[src/rtl/parse_act_cfg_ctrl.sv]
// Control-stream controller that turns claimed config packets into one parser action RAM write.
// Optional `PARSE_CFG_ERR_CNT_EN adds a saturating malformed-packet counter output.
module parse_act_cfg_ctrl #(
  parameter int unsigned C_S_AXIS_DATA_WIDTH = 256,
  parameter logic [7:0]  C_MOD_ID            = 8'h01,
  parameter int unsigned C_RAM_WIDTH         = 260,
  parameter int unsigned C_RAM_AW            = 4
) (
  input  logic                             axis_clk,
  input  logic                             areset,
  input  logic [C_S_AXIS_DATA_WIDTH-1:0]   s_ctrl_tdata,
  input  logic [C_S_AXIS_DATA_WIDTH/8-1:0] s_ctrl_tkeep,
  input  logic                             s_ctrl_tvalid,
  input  logic                             s_ctrl_tlast,
  output logic                             s_ctrl_tready,
  output logic [C_S_AXIS_DATA_WIDTH-1:0]   m_ctrl_tdata,
  output logic [C_S_AXIS_DATA_WIDTH/8-1:0] m_ctrl_tkeep,
  output logic                             m_ctrl_tvalid,
  output logic                             m_ctrl_tlast,
  input  logic                             m_ctrl_tready,
  input  logic                             parser_busy,
  output logic [C_RAM_AW-1:0]              ram_addr,
  output logic [C_RAM_WIDTH-1:0]           ram_din,
  output logic                             ram_en,
  output logic                             ram_we
`ifdef PARSE_CFG_ERR_CNT_EN
  ,
  output logic [15:0]                      cfg_err_cnt
`endif
);

  localparam int unsigned LowW  = C_S_AXIS_DATA_WIDTH - 32;
  localparam int unsigned HighW = C_RAM_WIDTH - LowW;

  typedef enum logic [2:0] {StIdle, StCap, StCommit, StFwd, StDrop} state_e;

  state_e              state_q;
  logic [C_RAM_AW-1:0] idx_q;
  logic [LowW-1:0]     low_q;
  logic                fwd_rdy;
  logic                claimed;
  logic                accept;

  assign fwd_rdy = !m_ctrl_tvalid || m_ctrl_tready;
  assign claimed = (s_ctrl_tdata[7:0] == C_MOD_ID) && (s_ctrl_tdata[15:12] == 4'h0);
  assign accept  = s_ctrl_tvalid && s_ctrl_tready;

  always_comb begin
    s_ctrl_tready = 1'b0;
    unique case (state_q)
      StIdle, StFwd: s_ctrl_tready = fwd_rdy;
      StCap, StDrop: s_ctrl_tready = 1'b1;
      StCommit:      s_ctrl_tready = 1'b0;
      default:       s_ctrl_tready = 1'b0;
    endcase
  end

  // The write strobe tracks parser_busy combinationally so it lands exactly on the first idle cycle.
  assign ram_en = (state_q == StCommit) && !parser_busy && !areset;
  assign ram_we = ram_en;

  always_ff @(posedge axis_clk) begin
    if (areset) begin
      state_q       <= StIdle;
      idx_q         <= '0;
      low_q         <= '0;
      ram_addr      <= '0;
      ram_din       <= '0;
      m_ctrl_tdata  <= '0;
      m_ctrl_tkeep  <= '0;
      m_ctrl_tvalid <= 1'b0;
      m_ctrl_tlast  <= 1'b0;
    end else begin
      if (m_ctrl_tvalid && m_ctrl_tready) m_ctrl_tvalid <= 1'b0;
      unique case (state_q)
        StIdle: begin
          if (accept) begin
            if (claimed) begin
              if (!s_ctrl_tlast) begin
                idx_q   <= s_ctrl_tdata[8 +: C_RAM_AW];
                low_q   <= s_ctrl_tdata[C_S_AXIS_DATA_WIDTH-1:32];
                state_q <= StCap;
              end
            end else begin
              m_ctrl_tdata  <= s_ctrl_tdata;
              m_ctrl_tkeep  <= s_ctrl_tkeep;
              m_ctrl_tlast  <= s_ctrl_tlast;
              m_ctrl_tvalid <= 1'b1;
              if (!s_ctrl_tlast) state_q <= StFwd;
            end
          end
        end
        StCap: begin
          if (s_ctrl_tvalid) begin
            if (s_ctrl_tlast) begin
              ram_addr <= idx_q;
              ram_din  <= {s_ctrl_tdata[HighW-1:0], low_q};
              state_q  <= StCommit;
            end else begin
              state_q <= StDrop;
            end
          end
        end
        StCommit: begin
          if (!parser_busy) state_q <= StIdle;
        end
        StFwd: begin
          if (accept) begin
            m_ctrl_tdata  <= s_ctrl_tdata;
            m_ctrl_tkeep  <= s_ctrl_tkeep;
            m_ctrl_tlast  <= s_ctrl_tlast;
            m_ctrl_tvalid <= 1'b1;
            if (s_ctrl_tlast) state_q <= StIdle;
          end
        end
        StDrop: begin
          if (s_ctrl_tvalid && s_ctrl_tlast) state_q <= StIdle;
        end
        default: state_q <= StIdle;
      endcase
    end
  end

`ifdef PARSE_CFG_ERR_CNT_EN
  logic err_pulse;
  assign err_pulse = accept && (((state_q == StIdle) && claimed && s_ctrl_tlast) ||
                                ((state_q == StCap) && !s_ctrl_tlast));

  always_ff @(posedge axis_clk) begin
    if (areset) begin
      cfg_err_cnt <= '0;
    end else if (err_pulse && (cfg_err_cnt != 16'hFFFF)) begin
      cfg_err_cnt <= cfg_err_cnt + 16'd1;
    end
  end
`endif

endmodule

[config.mk]
export PLATFORM = sky130hd
export DESIGN_NAME = parse_act_cfg_ctrl
export DESIGN_NICKNAME = d
export VERILOG_FILES = /design/src/rtl/parse_act_cfg_ctrl.sv
export SDC_FILE = /design/constraint.sdc
export NUM_CORES = 2
export LEC_CHECK = 0
export CORE_AREA = 4 4 326 328
export CTS_CLUSTER_DIAMETER = 200
export CTS_CLUSTER_SIZE = 40
export DETAILED_ROUTE_END_ITERATION = 16
export DIE_AREA = 0 0 330 332
export DONT_BUFFER_PORTS = 1
export GPL_ROUTABILITY_DRIVEN = 0
export PLACE_DENSITY = 0.44
export SYNTH_ARGS = -nofsm -noshare
export SYNTH_HDL_FRONTEND = slang
export SYNTH_SLANG_ARGS = --single-unit
[constraint.sdc]
create_clock -name axis_clk -period 4.4 [get_ports axis_clk]
set_input_delay 0.88 -clock axis_clk [delete_from_list [all_inputs] [get_ports axis_clk]]
set_output_delay 0.88 -clock axis_clk [all_outputs]
set_load 0.05 [all_outputs]
# Yosys cells after proc, flatten, opt, wreduce, memory -nomap -nowiden
# Index checks and enable logic that the tools add are counted.
# word_totals
in_bits,294
reg_bits,785
out_inout_bits,557
word_cells,71
# classes
n_bitwise,1
eq_ne,13
muxes,29
n_reduce_logical,19
# op_table
op,n
$mux 256,3
$pmux 256 s2,1
$mux 32,3
$pmux 32 s2,1
$mux 3,10
$ne 2x2->1 const B,8
$pmux 3 s5,1
$eq 8x1->1 const B,1
$reduce_and 4->1,2
$mux 1,7
$reduce_and 7->1,1
$eq 3x2->1 const B,2
$logic_and 1x1->1,6
$pmux 1 s2,3
$logic_not 4->1,1
$reduce_or 2->1,2
$eq 3x1->1 const B,1
$eq 3x3->1 const B,1
$logic_not 1->1,3
$logic_not 3->1,1
$reduce_and 3->1,1
$reduce_bool 2->1,1
$logic_or 1x1->1,1
$not 1->1,1

# Depth between registers and ports, before layout
# logic_depth
word_depth,6
depth_mapped,9
mapped_depth_nobuf,5

# Worst setup path after synthesis
# Ideal clock, no wire load.
# synth_path
path_type,input to output
startpoint,input areset
endpoint,output ram_we
slack_ps,460
n_path_buf,2
path_stages,3
t_arrival_ps,3060
t_required_ps,3520
path_cell_list,clkbuf_1 > nor4_1 > buf_4
# synth_via
elab_chain_cells,2
# synth_rtl
item,line_no,source
"start, declared",10,"input logic areset,"
$logic_not 1->1,59,assign ram_en = (state_q == StCommit) && !parser_busy && !areset;
$logic_and 1x1->1,59,
"end, declared",25,output logic ram_we
# Every way passes these cells.

# Worst setup path after layout
# layout_path
startpoint,register m_ctrl_tvalid
endpoint,output s_ctrl_tready
# layout_via
elab_chain_cells,3
# layout_rtl
item,line_no,source
"start, declared",18,"output logic m_ctrl_tvalid,"
"start signal, assigned",71,m_ctrl_tvalid <= 1'b0;
"start signal, assigned",74,if (m_ctrl_tvalid && m_ctrl_tready) m_ctrl_tvalid <= 1'b0;
"start signal, assigned",88,m_ctrl_tvalid <= 1'b1;
$logic_not 1->1,44,assign fwd_rdy = !m_ctrl_tvalid || m_ctrl_tready;
$logic_or 1x1->1,44,
$pmux 1 s2,50,unique case (state_q)
"end, declared",15,"output logic s_ctrl_tready,"
# Every way passes these cells.

==> flow_metrics.tcl <==
set metrics [dict create \
    final_period_minus_worst_setup_slack_ns 3.34 \
    timing_worst_setup_path_type "reg -> out" \
    netlist-cell-type-count 34 \
    cts_tree "done" \
    critical_path.top_delay_family "simple AND/OR/NAND/NOR gates" \
    drt_pre_antenna_iters 5 \
    power_per_cell_area_nw_per_um2 484 \
    run_status "finished, violations left" \
    floorplan.die.height_microns 332 \
    timing.critical_path.buf_inv 1 \
    p_leak_nw 9.22 \
    max_stage_delay_on_crit_path_ns 0.77 \
    via_count 21627 \
    post_dp_hpwl_microns 66600 \
    grt_start_max_net_pins 788 \
    synth-seq-area-share 0.580 \
    finalCritPeriodShare 0.758 \
    worst_path_required_time_ns 3.52 \
    synth_warnings 0 \
    cts_num_sinks 785 \
    routed_wirelength_microns 95400 \
    timing.max_slew.rel_slack -0.855 \
    drv.max_cap_violation_count 0 \
    floorplan_core_area_sq_um 103000 \
    clk_latency_ns 0.62 \
    endpoint_kind "output port" \
    cts_hold_buf 0 \
    timing.clock.skew_ns 0.0240 \
    cts-buffers-inserted 23 \
    power.combinational.fraction 0.110 \
    antenna_found_initial 1 \
    power.switching_fraction 0.357 \
    synth.ff_latch_count 785 \
    synthDominantCellAreaShare 0.580 \
    timing.critical_path.cells "or4b_1 -> and4_1 -> buf_4" \
    htree_num_levels 1 \
    detail-route-antenna-nets 0 \
    grt_pass1_wl_microns 138000 \
    die_area_sq_um 110000 \
    worstMarginPinSlew_ns 2.78 \
    io_buffers 0 \
    mappedNetlistNets 3738 \
    grt_usage 0.161 \
    cts_root_buffer "clkbuf_16" \
    drc 0 \
    pwr-share-seq 0.666 \
    critPathMaxFanout 6 \
    area.growth.synth_to_final_pct 6.83 \
    setup.worst_path.start_class "register" \
    power.ir.vdd_worst_mv 0.266 \
    layout_commonest_cell "nand2_1" \
    crit_arrival_ns 2.46 \
    cell_types_occupying_the_most_area_after_synthesis "dfxtp_1 58%, nand2_1 22%, a21oi_1 14%" \
    violations "max-slew violations" \
    grt_pass1_vias 19796 \
    setup_viol 0 \
    rsz_0062_raised_after_global_routing "false" \
    power.switching_w 0.00500 \
    design_area_sq_um 29000 \
    post_synth_inst_count 3444 \
    avgViaCountPerCell 4.65 \
    achievable-frequency_mhz 300 \
    nNetsFinal 3569 \
    num_rows 118 \
    syn_avg_cell_area_sq_um 7.87 \
    synthesis.area_sq_um 27100 \
    layout-drive-gt1-share 0.0339 \
    cts-root-to-sink-buffers 3 \
    hold-worst-slack_ns 0.317 \
    grt_overflow_total 0 \
    clk_transition_reported_paths_ns 0.15 \
    initial_core_util 0.263 \
    dr.first_iter.drc_count 1478 \
    post_dp_cell_area_sq_um 28400 \
    p_int_w 0.00901 \
    ios 851 \
    final_routed_wire_length_divided_by_cell_count_microns 20.5 \
    die_outline_width_microns 330 \
    setup_tns_ns 0 \
    worstHoldPathType "in -> reg" \
    power.clock.fraction 0.224 \
    insertedDiodeCount 0 \
    highest_count_cells_in_the_layout_ignoring_fill_and_taps "1567 x nand2_1, 785 x dfxtp_1, 775 x a21oi_1" \
    cts.repair_timing.setup_buffer_count 0 \
    report.final.slew_viol_count 304 \
    finalHoldViolations 0 \
    timing.critical_path.slowest_stage_cell "dfxtp_1" \
    fin_total_pwr_w 0.0140 \
    cts_repair_resize_count 0 \
    synth_top_cell_by_area "dfxtp_1" \
]
-- registers in the layout, summed over array words and instances, names as in the netlist --
name / cells
ram_addr: 4
state_q: 3
m_ctrl_tvalid: 1
m_ctrl_tdata: 256
m_ctrl_tkeep: 32
low_q: 224
m_ctrl_tlast: 1
idx_q: 4
ram_din: 260
-- worst reg2reg max path: stages, from the launching register on --
cell and delay, ns:
dfxtp_1 0.53, or3_1 0.53, a31oi_1 0.39, o211a_4 0.86, buf_12 0.41, nand2_1 0.14
a21oi_1 0.14
-- synthesized netlist by cell type, drive strengths merged --
| library cell | instances |
|---|---|
| dfxtp | 785 |
| nand2b | 5 |
| nand3b | 2 |
| a221oi | 1 |
| mux2i | 1 |
| o21a | 2 |
| o31a | 1 |
| or3 | 1 |
| and4 | 3 |
| nand2 | 1567 |
| o31ai | 1 |
| nand4 | 2 |
| o211ai | 1 |
| or4b | 1 |
| a31oi | 2 |
| nor4 | 3 |
| nor3 | 3 |
| inv | 1 |
| or4 | 1 |
| and3 | 1 |
| buf | 112 |
| o211a | 1 |
| nor4bb | 1 |
| a21boi | 1 |
| a21oi | 785 |
| a211oi | 1 |
| clkbuf | 154 |
| nor4b | 2 |
| nor2 | 3 |
-- worst paths after layout --
path	cells after the start	slack, ns	from	end
worst min register to register	2	0.45	low_q[135]	ram_din[135]
worst min-delay path	1	0.32	areset	low_q[159]
worst max register to register	6	1.28	state_q[0]	m_ctrl_tdata[94]
worst max-delay path	3	1.06	m_ctrl_tvalid	s_ctrl_tready
-- power groups by stage --
stage                     logic, W  registers (W)  clock network, W
final                      0.00154        0.00934           0.00313
after global routing       0.00173        0.00939           0.00351
after CTS                  0.00156        0.00935           0.00330
after detailed placement   0.00156        0.00951                 0
after global placement     0.00154        0.00951                 0
after floorplan            0.00125        0.00934                 0
-- per-layer routing --
layer | vias to the layer above | wire length (microns) | global-route usage
met3 | 116 | 7330 | 0.0428
met4 | 0 | 3200 | 0.0527
met5 | - | 0 | 0
li1 | 10630 | - | -
met2 | 577 | 46800 | 0.279
met1 | 10304 | 38100 | 0.194
-- cells by family (layout without fill, tap and decap cells) --
kind of cell | Yosys count | in the layout | share of synthesized area
buf+inv | 267 | 97 | 0.0463
flops | 785 | 785 | 0.580
simple gates | 1595 | 1595 | 0.224
compound gates | 796 | 796 | 0.150
mux | 1 | 1 | 0.000369
-- stage by stage --
| stage | std cells | setup WS (ns) | util |
|---|---|---|---|
| after floorplan | 3444 | 0.460 | - |
| final | 4654 | 1.06 | 0.281 |
| after global placement | 4630 | 1.17 | 0.275 |
| after CTS | 4654 | 1.01 | 0.281 |
| after global routing | 4654 | 0.958 | 0.281 |
| after detailed placement | 4630 | 1.15 | 0.275 |
-- cell type report --
class	count	area, sq um
clock buffer	23	576
clock inverter	1	16.3
fill	11393	74200
inverter	1	3.75
multi-input combinational	2392	10200
sequential	785	15700
tap	1380	1730
timing repair buffer	72	757
Power figures use the tool's default switching activity.
